--- config.mk ---
export PLATFORM = sky130hd
export DESIGN_NAME = const_div_mod_core
export DESIGN_NICKNAME = d
export VERILOG_FILES = /design/src/rtl/const_div_mod_pkg.sv /design/src/rtl/const_div_mod_core_div3_step.sv /design/src/rtl/const_div_mod_core.sv
export SDC_FILE = /design/constraint.sdc
export NUM_CORES = 1
export LEC_CHECK = 0
export CORE_UTILIZATION = 40
export CTS_BUF_LIST = sky130_fd_sc_hd__clkbuf_8
export DETAILED_ROUTE_END_ITERATION = 10
export RECOVER_POWER = 50
export SETUP_SLACK_MARGIN = 0.2
export SLEW_MARGIN = 0
export SYNTH_ARGS = -nofsm -noshare
export SYNTH_HDL_FRONTEND = slang
export SYNTH_SLANG_ARGS = --single-unit
--- constraint.sdc ---
create_clock -name clk_i -period 5.05 [get_ports clk_i]
set_input_delay 0.505 -clock clk_i [delete_from_list [all_inputs] [get_ports clk_i]]
set_output_delay 0.505 -clock clk_i [all_outputs]
set_load 0.01 [all_outputs]
--- src/rtl/const_div_mod_pkg.sv ---
// Shared constants, operating-mode encodings and FSM states for the modular constant divider.
// Build option: define CONST_DIV_RADIX4_EN to retire two quotient bits per DIV3 cycle (W must be even).
`ifndef WORD_SIZE
`define WORD_SIZE 32
`endif
`ifndef CHAR
`define CHAR 2147483647
`endif

package const_div_mod_pkg;

  localparam int unsigned W = `WORD_SIZE;
  localparam logic [W-1:0] P = W'(`CHAR);

  // 3^-1 mod P and 2*3^-1 mod P; both exact because P mod 3 == 1
  localparam logic [W+1:0] P_X  = {2'b00, P};
  localparam logic [W-1:0] K1   = W'(((P_X << 1) + (W+2)'(1)) / (W+2)'(3));
  localparam logic [W-1:0] K2   = W'((P_X + (W+2)'(2)) / (W+2)'(3));

  localparam int unsigned CNT_W = $clog2(W);
`ifdef CONST_DIV_RADIX4_EN
  localparam int unsigned DIV3_STEPS = W / 2;
`else
  localparam int unsigned DIV3_STEPS = W;
`endif
  localparam logic [CNT_W-1:0] DIV3_LAST = CNT_W'(DIV3_STEPS - 1);

  typedef enum logic [1:0] {
    MODE_DIV2 = 2'b00,
    MODE_DIV4 = 2'b01,
    MODE_DIV3 = 2'b10,
    MODE_DIV6 = 2'b11
  } mode_e;

  typedef enum logic [2:0] {
    ST_IDLE  = 3'd0,
    ST_HALVE = 3'd1,
    ST_DIV3  = 3'd2,
    ST_FIX   = 3'd3,
    ST_NEG   = 3'd4,
    ST_DONE  = 3'd5
  } state_e;

endpackage

--- src/rtl/const_div_mod_core_div3_step.sv ---
// One restoring radix-2 step of exact division by 3: shifts a bit into the 2-bit remainder.
module div3_step (
  input  logic [1:0] r_i,
  input  logic       bit_i,
  output logic [1:0] r_o,
  output logic       q_o
);

  logic [2:0] t;

  assign t   = {r_i, bit_i};
  assign q_o = (t >= 3'd3);
  assign r_o = q_o ? 2'(t - 3'd3) : t[1:0];

endmodule

--- src/rtl/const_div_mod_core.sv ---
// Iterative modular constant divider: c = (+/-) a * k^-1 mod P for k in {2,4,3,6}.
// Build option: CONST_DIV_RADIX4_EN doubles the DIV3 throughput with two chained steps.
//
// state | meaning
// IDLE  | waiting for an operand, in_ready high
// HALVE | x = x/2 mod P, one cycle per factor of two
// DIV3  | bit-serial floor division of x by 3, quotient in q, remainder in r
// FIX   | x = q + r * 3^-1 mod P
// NEG   | optional negation, result written to c
// DONE  | out_valid high until the consumer accepts
module const_div_mod_core
  import const_div_mod_pkg::*;
(
  input  logic         clk_i,
  input  logic         rst_ni,
  input  logic         in_valid_i,
  output logic         in_ready_o,
  input  logic [1:0]   mode_i,
  input  logic         invert_i,
  input  logic [W-1:0] a_i,
  output logic         out_valid_o,
  input  logic         out_ready_i,
  output logic [W-1:0] c_o
);

  state_e           state_q, state_d;
  logic [W-1:0]     x_q, x_d;
  logic [W-1:0]     q_q, q_d;
  logic [W-1:0]     c_q, c_d;
  logic [1:0]       r_q, r_d;
  logic [CNT_W-1:0] cnt_q, cnt_d;
  mode_e            mode_q, mode_d;
  logic             inv_q, inv_d;

  logic [W:0]       halve_sum;
  logic [W-1:0]     halved;
  logic [W-1:0]     div_x, div_q;
  logic [1:0]       div_r;
  logic [W-1:0]     fix_k, fix_sum;
  logic [W-1:0]     neg_val;
  logic [1:0]       r_s0;
  logic             q_s0;

  // odd x: x+P is even and fits in W+1 bits since x < P
  assign halve_sum = x_q[0] ? ({1'b0, x_q} + {1'b0, P}) : {1'b0, x_q};
  assign halved    = W'(halve_sum >> 1);

  div3_step u_step0 (.r_i(r_q), .bit_i(x_q[W-1]), .r_o(r_s0), .q_o(q_s0));

`ifdef CONST_DIV_RADIX4_EN
  logic [1:0] r_s1;
  logic       q_s1;

  div3_step u_step1 (.r_i(r_s0), .bit_i(x_q[W-2]), .r_o(r_s1), .q_o(q_s1));

  assign div_x = {x_q[W-3:0], 2'b00};
  assign div_q = {q_q[W-3:0], q_s0, q_s1};
  assign div_r = r_s1;
`else
  assign div_x = {x_q[W-2:0], 1'b0};
  assign div_q = {q_q[W-2:0], q_s0};
  assign div_r = r_s0;
`endif

  always_comb begin
    case (r_q)
      2'd1:    fix_k = K1;
      2'd2:    fix_k = K2;
      default: fix_k = '0;
    endcase
  end

  assign fix_sum = q_q + fix_k;
  assign neg_val = (inv_q && (x_q != '0)) ? (P - x_q) : x_q;

  always_comb begin
    state_d = state_q;
    x_d     = x_q;
    q_d     = q_q;
    c_d     = c_q;
    r_d     = r_q;
    cnt_d   = cnt_q;
    mode_d  = mode_q;
    inv_d   = inv_q;
    unique case (state_q)
      ST_IDLE: begin
        if (in_valid_i) begin
          x_d    = a_i;
          q_d    = '0;
          r_d    = '0;
          mode_d = mode_e'(mode_i);
          inv_d  = invert_i;
          if (mode_i == MODE_DIV3) begin
            state_d = ST_DIV3;
            cnt_d   = DIV3_LAST;
          end else begin
            state_d = ST_HALVE;
            cnt_d   = (mode_i == MODE_DIV4) ? CNT_W'(1) : '0;
          end
        end
      end
      ST_HALVE: begin
        x_d = halved;
        if (cnt_q != '0) begin
          cnt_d = cnt_q - CNT_W'(1);
        end else if (mode_q == MODE_DIV6) begin
          state_d = ST_DIV3;
          cnt_d   = DIV3_LAST;
        end else begin
          state_d = ST_NEG;
        end
      end
      ST_DIV3: begin
        x_d = div_x;
        q_d = div_q;
        r_d = div_r;
        if (cnt_q == '0) state_d = ST_FIX;
        else             cnt_d   = cnt_q - CNT_W'(1);
      end
      ST_FIX: begin
        x_d     = fix_sum;
        state_d = ST_NEG;
      end
      ST_NEG: begin
        c_d     = neg_val;
        state_d = ST_DONE;
      end
      ST_DONE: begin
        if (out_ready_i) state_d = ST_IDLE;
      end
      default: state_d = ST_IDLE;
    endcase
  end

  always_ff @(posedge clk_i or negedge rst_ni) begin
    if (!rst_ni) begin
      state_q <= ST_IDLE;
      x_q     <= '0;
      q_q     <= '0;
      c_q     <= '0;
      r_q     <= '0;
      cnt_q   <= '0;
      mode_q  <= MODE_DIV2;
      inv_q   <= 1'b0;
    end else begin
      state_q <= state_d;
      x_q     <= x_d;
      q_q     <= q_d;
      c_q     <= c_d;
      r_q     <= r_d;
      cnt_q   <= cnt_d;
      mode_q  <= mode_d;
      inv_q   <= inv_d;
    end
  end

  assign in_ready_o  = (state_q == ST_IDLE);
  assign out_valid_o = (state_q == ST_DONE);
  assign c_o         = c_q;

endmodule

; ---- Yosys cells after proc, flatten, opt, wreduce, memory -nomap -nowiden
; Index checks and enable logic that the tools add are counted.
[word_totals]
output_inout_bits = 34
input_bits = 39
regBits = 109
[classes]
eq_ne = 16
magnitude_cmp = 1
addsub = 5
reduce_logical = 13
muxes = 24
[ops]
columns = cell, n
row1 = case mux 32 bit (4 select lines), 1
row2 = two-way mux 32 bit, 3
row3 = case mux 32 bit (2 select lines), 1
row4 = case mux 31 bit (2 select lines), 1
row5 = "adder 32 x 31 -> 33 bit, second input constant", 1
row6 = two-way mux 33 bit, 1
row7 = adder 32 bit, 1
row8 = nonzero test 32 bit, 1
row9 = "subtractor 31 x 32 -> 32 bit, first input constant", 1
row10 = two-way mux 5 bit, 5
row11 = case mux 3 bit (6 select lines), 1
row12 = two-way mux 3 bit, 5
row13 = case mux 5 bit (3 select lines), 1
row14 = "inequality test 2 bit, second input constant", 4
row15 = AND reduction 4 bit, 2
row16 = "== test 2 bit, second input constant", 3
row17 = "== test 3 x 2 -> 1 bit, second input constant", 2
row18 = "== test 3 bit, second input constant", 2
row19 = two-way mux 2 bit, 3
row20 = AND reduction 2 bit, 3
row21 = zero test 5 bit, 1
row22 = nonzero test 5 bit, 1
row23 = "subtractor 5 x 1 -> 5 bit, second input constant", 1
row24 = "== test 2 x 1 -> 1 bit, second input constant", 2
row25 = 12 further kinds, 12

; ---- Longest topological paths before layout
; Gate-level depths: netlist of run 1.
[depth]
ltp_word = 5
depth_mapped = 14
depth_no_buf = 13

; ---- By module
; Synthesis of run 1 repeated with hierarchy kept, for this count alone.
[unflattened]
hier_cells = 1034
hier_area_um2 = 8246.7
[modules_own_cells]
columns = module, cells_per_inst, seq_area_each_um2, area_each_um2, n_inst
row1 = const_div_mod_core, 1026, 2727.6, 8192.9, 1
row2 = div3_step, 8, 0.0, 53.8, 1

; ---- Least setup slack after synthesis of run 1
; Ideal clock, no wire load.
[synth_path]
path_type = flip-flop to flip-flop
start = register r_q[0]
end = register x_q[14]
stages_incl_launch_ff = 15
n_path_buf = 2
slack_ps = 1648
setup_time_ps = 121
t_arrival_ps = 3281
path_cell_list = dfrtp_1 > inv_1 > ha_1 > buf_6 > buf_6 > xor2_1 > ha_1 > a21o_1 > a222oi_1 > o21a_1 > a21oi_2 > a211o_2 > xnor2_1 > mux4_2 > o22a_1
[synth_via]
elab_chain_cells = 4
[synth_rtl]
columns = element, line
row1 = "start, declared", const_div_mod_core.sv:30  ; logic [1:0] r_q, r_d;
row2 = "start signal, assigned", const_div_mod_core.sv:150  ; r_q <= r_d;
row3 = == test 2 bit or == test 2 x 1 -> 1 bit (tied branches), const_div_mod_core.sv:66  ; case (r_q)
row4 = case mux 31 bit (2 select lines) *, const_div_mod_core.sv:66
row5 = adder 32 bit *, const_div_mod_core.sv:73  ; assign fix_sum = q_q + fix_k;
row6 = case mux 32 bit (4 select lines) *, const_div_mod_core.sv:85  ; unique case (state_q)
row7 = "end signal, assigned", const_div_mod_core.sv:138  ; x_q <= '0;
row8 = "end signal, assigned", const_div_mod_core.sv:147  ; x_q <= x_d;
row9 = "end, declared", const_div_mod_core.sv:27  ; logic [W-1:0] x_q, x_d;
; Every way passes the cells marked *; elsewhere a longest branch is shown, timed or not.
; A chain may end at the register's enable or synchronous reset.

; ---- Worst setup path in the final report of run 1
; Ends and elaborated chain as after synthesis.

==> run summary, run 1 <==
The final layout net count is 1098. The maximum fanout along the worst path is 23. The worst clock skew came out at 12.6 ps. Synthesis instantiated 80 different standard cells from the library. The post-place setup slack is 1410 ps. In the post-synthesis netlist, the biggest area contributors are dfrtp_1 (32%), a21oi_1 (6.1%), nand2_1 (5.4%). The area fraction of the dominant cell type after synthesis is 32.3%. The critical path is of the reg -> reg type.

The number of max-cap violations came out at 1. The final HPWL from detailed placement is 16800 µm. The slowest stage cell on the critical path is ha_2.

The final global-route overflow total came out at 0. The flow ran to the end, but the final reports show violations. The async set-reset flop share out of synthesis came out at 100%.

The number of enable flip-flop cells after synthesis came out at 0. CTS built an H-tree with a depth of 3. The wire length after detailed routing came out at 23900 µm. The detailed-route vias per instance is 5.82.

The finished cells cover 0.00936 mm². The summed instance area of the synthesized netlist is 0.00844 mm². The worst IR drop on VDD came out at 0.176 mV. In the routed design, unresolved DRC markers number 0.

The routed layout has 7718 vias. The number of fillers in the final layout came out at 2050. The type of the most critical hold path is in -> async.

The final antenna diode count is 0. The fraction of final layout cells with drive strength greater than 1 came out at 6.64%. The post-cts repair resize count is 0. The cell area after placement is 0.00916 mm².

The number of nets in the synthesized netlist is 1105. In this run the critical register-to-register path is launched from r_q[0]. Setup slack on the critical path of the routed design comes to 1420 ps. The clock network latency to the later pin of the worst-skew pair came out at 410 ps. The max-slew violation count came to 42. Data on the critical path is required at its endpoint by 5360 ps.

The first TritonRoute pass finished after 6 iterations. The number of failing hold endpoints at the final stage is 0. The die boundary height came out at 147 µm. The endpoint of the worst register-to-register path is x_q[14]. The number of cells on the worst reg-to-reg path is 12. TritonCTS created 9 clock buffers. The layout overhead on the synthesized area is 10.8%. The number of instances in the synthesized netlist came out at 1057. The sum of negative setup slack came out at 0 ps.

The global-route wire length before repair is 38700 µm. The die footprint is 0.0217 mm². The clock tree from TritonCTS is done. The number of setup violations in the final report is 0.

The count of buffers added on input and output ports is 72. The maximum clock frequency came out at 0.276 GHz. The max-slew headroom at the worst pin came out at -52.0%. The fraction of the yosys area taken by sequential cells came out at 32.3%. The startpoint class of the critical path is a register.

Buffers inserted to repair hold after CTS numbered 0. The transition time at the pin with the least slew margin is 2280 ps. After clock tree synthesis, the setup repair step added 0 buffers.

The mean routed wirelength per cell is 18.0 µm. The final period utilization came out at 71.8%. The post-route minimum period is 3630 ps. The number of primary I/O pins came out at 73.

The clock net sink count came out at 109. The global-route total usage across every layer is 22.3%. The final reports fail on max-capacitance violations, max-slew violations. The largest stage delay on the critical path is 480 ps. During synthesis, Yosys emitted a total of 0 warnings. The final RePlAce weighted congestion is 0.872. The initialized floorplan defines 52 standard-cell rows. In this run the static leakage power is 0.00357 µW. The leading register cell type out of synthesis is dfrtp_1. The number of antenna violations at the first check in global routing is 0.

The via count of the first global-routing pass is 6997. In this run, the number of DRC markers left after iteration 0 of detailed routing was 723. The initial core utilization is 41.2%. Of all cell types, the one taking the most synthesized area is dfrtp_1. The cell area power density came out at 518 mW/mm². The number of nets with antenna violations after detailed routing came out at 0.

The die width came out at 147 µm. The placeable core area came out at 0.0205 mm². Traced cell by cell, the critical path runs through inv_1, ha_2, xor2_1, ha_1, a21o_1, a222oi_1, o21a_1, a21oi_2, a211o_2, xnor2_1, mux4_2, o22a_1.

The clock transition at the registers of the reported paths came out at 120 ps. The cell chosen for the clock root is clkbuf_8. The worst register-to-register path has a setup slack of 1420 ps. STA classifies the critical path endpoint as a register. Counting flops and latches in the post-synthesis netlist gives 109. By count the netlist is led by nand2_1 (121), dfrtp_1 (109), a21oi_1 (103), nor2_1 (101), clkbuf_1 (66). The clock passes through at most 2 buffers. Among all cell types in the netlist, the one instantiated most often is nand2_1. Setup repair after global routing left no endpoint under its margin. Dividing the synthesized area by the synthesized cell count gives 7.99 µm². The worst path arrival time came out at 3940 ps. The largest net degree at the start of global routing is 70.
[cell type report]
cell class,instances,area [µm²],share of cell area [%]
Sequential cell,109,2730,29.2
Timing Repair Buffer,84,805,8.60
Clock buffer,10,138,1.47
Inverter,21,78.8,0.842
Multi-Input combinational cell,825,5210,55.6
Clock inverter,6,62.6,0.669
Tap cell,270,338,3.61
[per-layer routing]
layer	vias up	track usage [%]	routed length [µm]
met5	-	0	0
met4	0	6.70	365
met3	18	2.20	1170
met2	250	32.8	10200
met1	3676	34.2	12100
li1	3774	-	-
[power breakdown]
part | internal (µW) | switching (µW)
Sequential | 1190 | 400
Clock | 208 | 367
Combinational | 1140 | 1550
Total | 2530 | 2320
[how the worst max path moves through the flow]
| stage | startpoint | to |
|---|---|---|
| after floorplan | r_q[0] | x_q[14] |
| after global placement | r_q[0] | x_q[14] |
| after detailed placement | r_q[0] | x_q[14] |
| after CTS | r_q[0] | x_q[14] |
| after global routing | r_q[0] | x_q[14] |
| final | r_q[0] | x_q[14] |
[critical path: cells and delay by family (launching register included)]
family,cells,cell delay [ps]
buffers and inverters,1,110
xor gates and xnor gates,2,290
adders and majority gates,2,690
muxes,1,470
DFF,1,460
AOI/OAI and AO/OA,6,1520
[sequential cells by signal (all words and copies together), names as in the netlist]
name / flops
r_q: 2
q_q: 32
inv_q: 1
mode_q: 2
c_o: 32
cnt_q: 5
state_q: 3
x_q: 32
[logic make-up after synthesis]
| logic type | after synthesis | synth area share (%) |
|---|---|---|
| multiplexers | 21 | 3.47 |
| flip-flops | 109 | 32.3 |
| AO/OA/AOI/OAI | 342 | 26.8 |
| buffers and inverters | 123 | 6.31 |
| XOR/XNOR | 86 | 8.92 |
| adder cells (fa/ha/maj) | 9 | 1.33 |
| AND/OR/NAND/NOR | 367 | 20.9 |
[per-stage QoR]
step           total power, µW  hold slack, ps  instances  util, %
2_1_floorplan             3470             209       1057        -
3_3_place_gp              4280             498       1309     44.7
3_5_place_dp              4310             495       1309     44.7
4_1_cts                   4900             230       1325     45.7
5_1_grt                   5260             269       1325     45.7
6_report                  4850             198       1325     45.7
[layout by cell type, fill, tap and decap left out, drive strengths merged, types with 10 or more instances in the layout]
cell type and n:
nand2 122, dfrtp 109, a21oi 105, nor2 102, o21ai 61, clkdlybuf4s50 55, xor2 48, xnor2 38
a22o 29, nand2b 28, o22ai 26, inv 25, nor3 16, dlygate4sd3 16, nand3 14, a31oi 14
and2 13, buf 12, nor2b 12, clkbuf 11, nand4b 10, o211ai 10
(Power assumes the default switching activity.)
==> run 2: changes to the inputs <==
==> constraint.sdc (replaced) <==
create_clock -name clk_i -period 3.5 [get_ports clk_i]
set_input_delay 0.35 -clock clk_i [delete_from_list [all_inputs] [get_ports clk_i]]
set_output_delay 0.35 -clock clk_i [all_outputs]
set_load 0.01 [all_outputs]
==> run 2 against run 1 <==
Effect of this change:
- the run still ends with max-capacitance violations, max-slew violations left
- via count hardly changed
- non-clock buffer count is 19 higher
- wire length down 2.4%
- critical path depth grew 1
- sequential share of layout area fell by 0.67 points
- final cell count is 1.4% higher
- hold slack improved by 320 ps
- largest cell class unchanged
==> run summary, run 2 (synthesized netlist as in run 1, its figures left out) <==
The run finished, with violations left. The checks that failed: max-capacitance violations, max-slew violations. The count of H-tree levels built during CTS came out at 3.

The final antenna diode count came out at 0. The final layout net count came out at 1117. The startpoint of the most critical register-to-register path is r_q[0].

The number of buffers between clock root and the deepest sink is 2. The worst setup path is captured at a register. The clock tree from TritonCTS is done. For the worst-skew pair, the clock arrives at the later sink with an insertion delay of 420 ps.

The mean routed wirelength per cell came out at 17.4 µm. The sum of negative setup slack came out at 0 ps. The number of antenna violations at the first check in global routing is 0. The number of setup violations in the final report is 0. The switching share of power is 46.9%. The worst IR drop on VDD came out at 0.272 mV. The critical path ends at x_q[14].

Setup repair after global routing could not meet its margin everywhere. The detailed-route vias per instance is 5.74. The final global-route overflow total is 0. The maximum clock frequency came out at 0.306 GHz. The critical path startpoint is r_q[0]. Max-cap violations in this run came to 1. The worst reg-to-reg setup slack is 230 ps. The total internal power is 3740 µW. In this run the tool buffered the top-level ports with 72 buffer cells.

The first global-routing pass estimated 38100 µm of wire. The net switching power came out at 3310 µW. The via count of the first global-routing pass is 6962. The total vias in the final route came out at 7717. The area growth from synthesis to layout is 13.5%. The worst setup path is of the reg -> reg kind.

The transition time at the pin with the least slew margin is 2390 ps. Prior to clock tree synthesis, the placed netlist has a worst setup slack of 131 ps. CTS placed an instance of clkbuf_8 at the clock tree root.

The number of failing hold endpoints at the final stage came out at 0. The global-route total usage across every layer came out at 21.9%. The worst hold path belongs to the class reg -> reg. Per report_power, the clock group accounts for 11.0% of the total. After filler insertion, the fill cell instance count of the layout stands at 2018.

The number of search-and-repair iterations in the first detailed-routing pass came out at 5. 73 I/O pins were placed. The final RePlAce weighted congestion came out at 0.858. The final setup slack of the worst path is 228 ps. The leakage power of the design is 0.00369 µW. The cell area power density came out at 735 mW/mm².

The count of cells along the worst register-to-register path is 13. The DRC violation count after routing came out at 0. Entering global routing, the biggest net connects 55 pins.

The clock net sink count is 109. The die covers 0.0217 mm². Once the floorplan was initialized, standard cells occupied 41.2% of the core. The worst clock skew is 28.0 ps. The max-slew violation count came out at 41. The detail route stage leaves a number of antenna-violating nets equal to 0. The placed instances occupy a cell area of 0.00933 mm². The floorplan step set the die height to 147 µm.

The max-slew headroom at the worst pin is -59.6%. STA classifies the critical path startpoint as a register. The final HPWL from detailed placement is 16600 µm. Once layout is done, the placed cells without fillers occupy 0.00958 mm².

Combinational logic is responsible for 57.2% of the overall power. Clock-pin slew was measured on the worst setup and hold paths at 110 ps. At the worst endpoint, the required time is 3800 ps.

The worst path arrival time is 3570 ps. The final period utilization came out at 93.5%. The number of rows in the core area came out at 52. The endpoint of the worst register-to-register path is x_q[14]. The post-route minimum period is 3270 ps. The routed design has 23300 µm of wire.

The library cell used most frequently in the layout, excluding fill and tap cells, is nand2_1. In this run, flip-flops and latches consume 31.8% of the power. The TritonCTS buffer count is 9. In the layout the commonest cells are nand2_1 (121), dfrtp_1 (107), a21oi_1 (103). The die width is 147 µm. In the final layout, the share of cells above drive strength 1 is 8.38%.

Along the worst path, the maximum fanout reaches 5. The DRC marker count from the first detailed-route iteration is 754. The core region is 0.0205 mm².
-- run 2: how the worst min path moves through the flow --
stage          startpoint       to  slack, ps  depth (start not counted)
2_1_floorplan      rst_ni   c_o[0]         50                          0
3_3_place_gp       rst_ni   c_o[2]        380                          1
3_5_place_dp       rst_ni   c_o[2]        380                          1
4_1_cts            rst_ni   c_o[2]        490                          2
5_1_grt           c_o[31]  c_o[31]        530                          1
6_report          c_o[31]  c_o[31]        520                          1
-- run 2: power groups by stage --
stage | clock, µW | sequential [µW] | combinational [µW]
2_1_floorplan | 0 | 2140 | 2870
3_3_place_gp | 0 | 2260 | 4000
3_5_place_dp | 0 | 2280 | 4010
4_1_cts | 794 | 2240 | 4050
5_1_grt | 851 | 2310 | 4510
6_report | 776 | 2240 | 4030
-- run 2: metrics by stage --
stage               instances  hold slack (ps)  util, %  total power, µW
floorplan                1057             54.4        -             5010
global placement         1323              377     45.5             6260
detailed placement       1323              384     45.5             6290
CTS                      1342              495     46.5             7080
global route             1344              534     46.7             7670
finish                   1344              517     46.7             7040
-- run 2: layout make-up --
| type | count | area, µm² | area share [%] |
|---|---|---|---|
| inverter | 21 | 78.8 | 0.823 |
| clock buffer | 9 | 124 | 1.29 |
| tap | 270 | 338 | 3.53 |
| clock inverter | 7 | 60.1 | 0.627 |
| timing repair buffer | 103 | 1010 | 10.5 |
| sequential | 109 | 2730 | 28.5 |
| multi-input combinational | 825 | 5240 | 54.7 |
-- run 2: repair_timing --
item,in CTS,in global routing
endpoints found under the hold margin,39,0
pin swaps,1,2
endpoints found under the setup margin,1,9
resized for setup,0,5
hold buffers,1,0
setup buffers,2,2
-- run 2: routing by layer --
layer | GRT usage (%) | share of wire (%)
met5 | 0 | 0
met4 | 5.62 | 1.4
met3 | 2.83 | 4.7
met2 | 32.2 | 43
met1 | 33.5 | 51
-- run 2: worst max-delay path: stages (launching register included) --
cell	delay (ps)
dfrtp_1	380
inv_1	70
ha_1	280
inv_1	40
ha_1	180
ha_1	180
a21o_1	170
a222oi_1	380
o21a_1	200
a21oi_2	100
a211o_4	380
xnor2_1	140
mux4_2	470
o22a_1	190
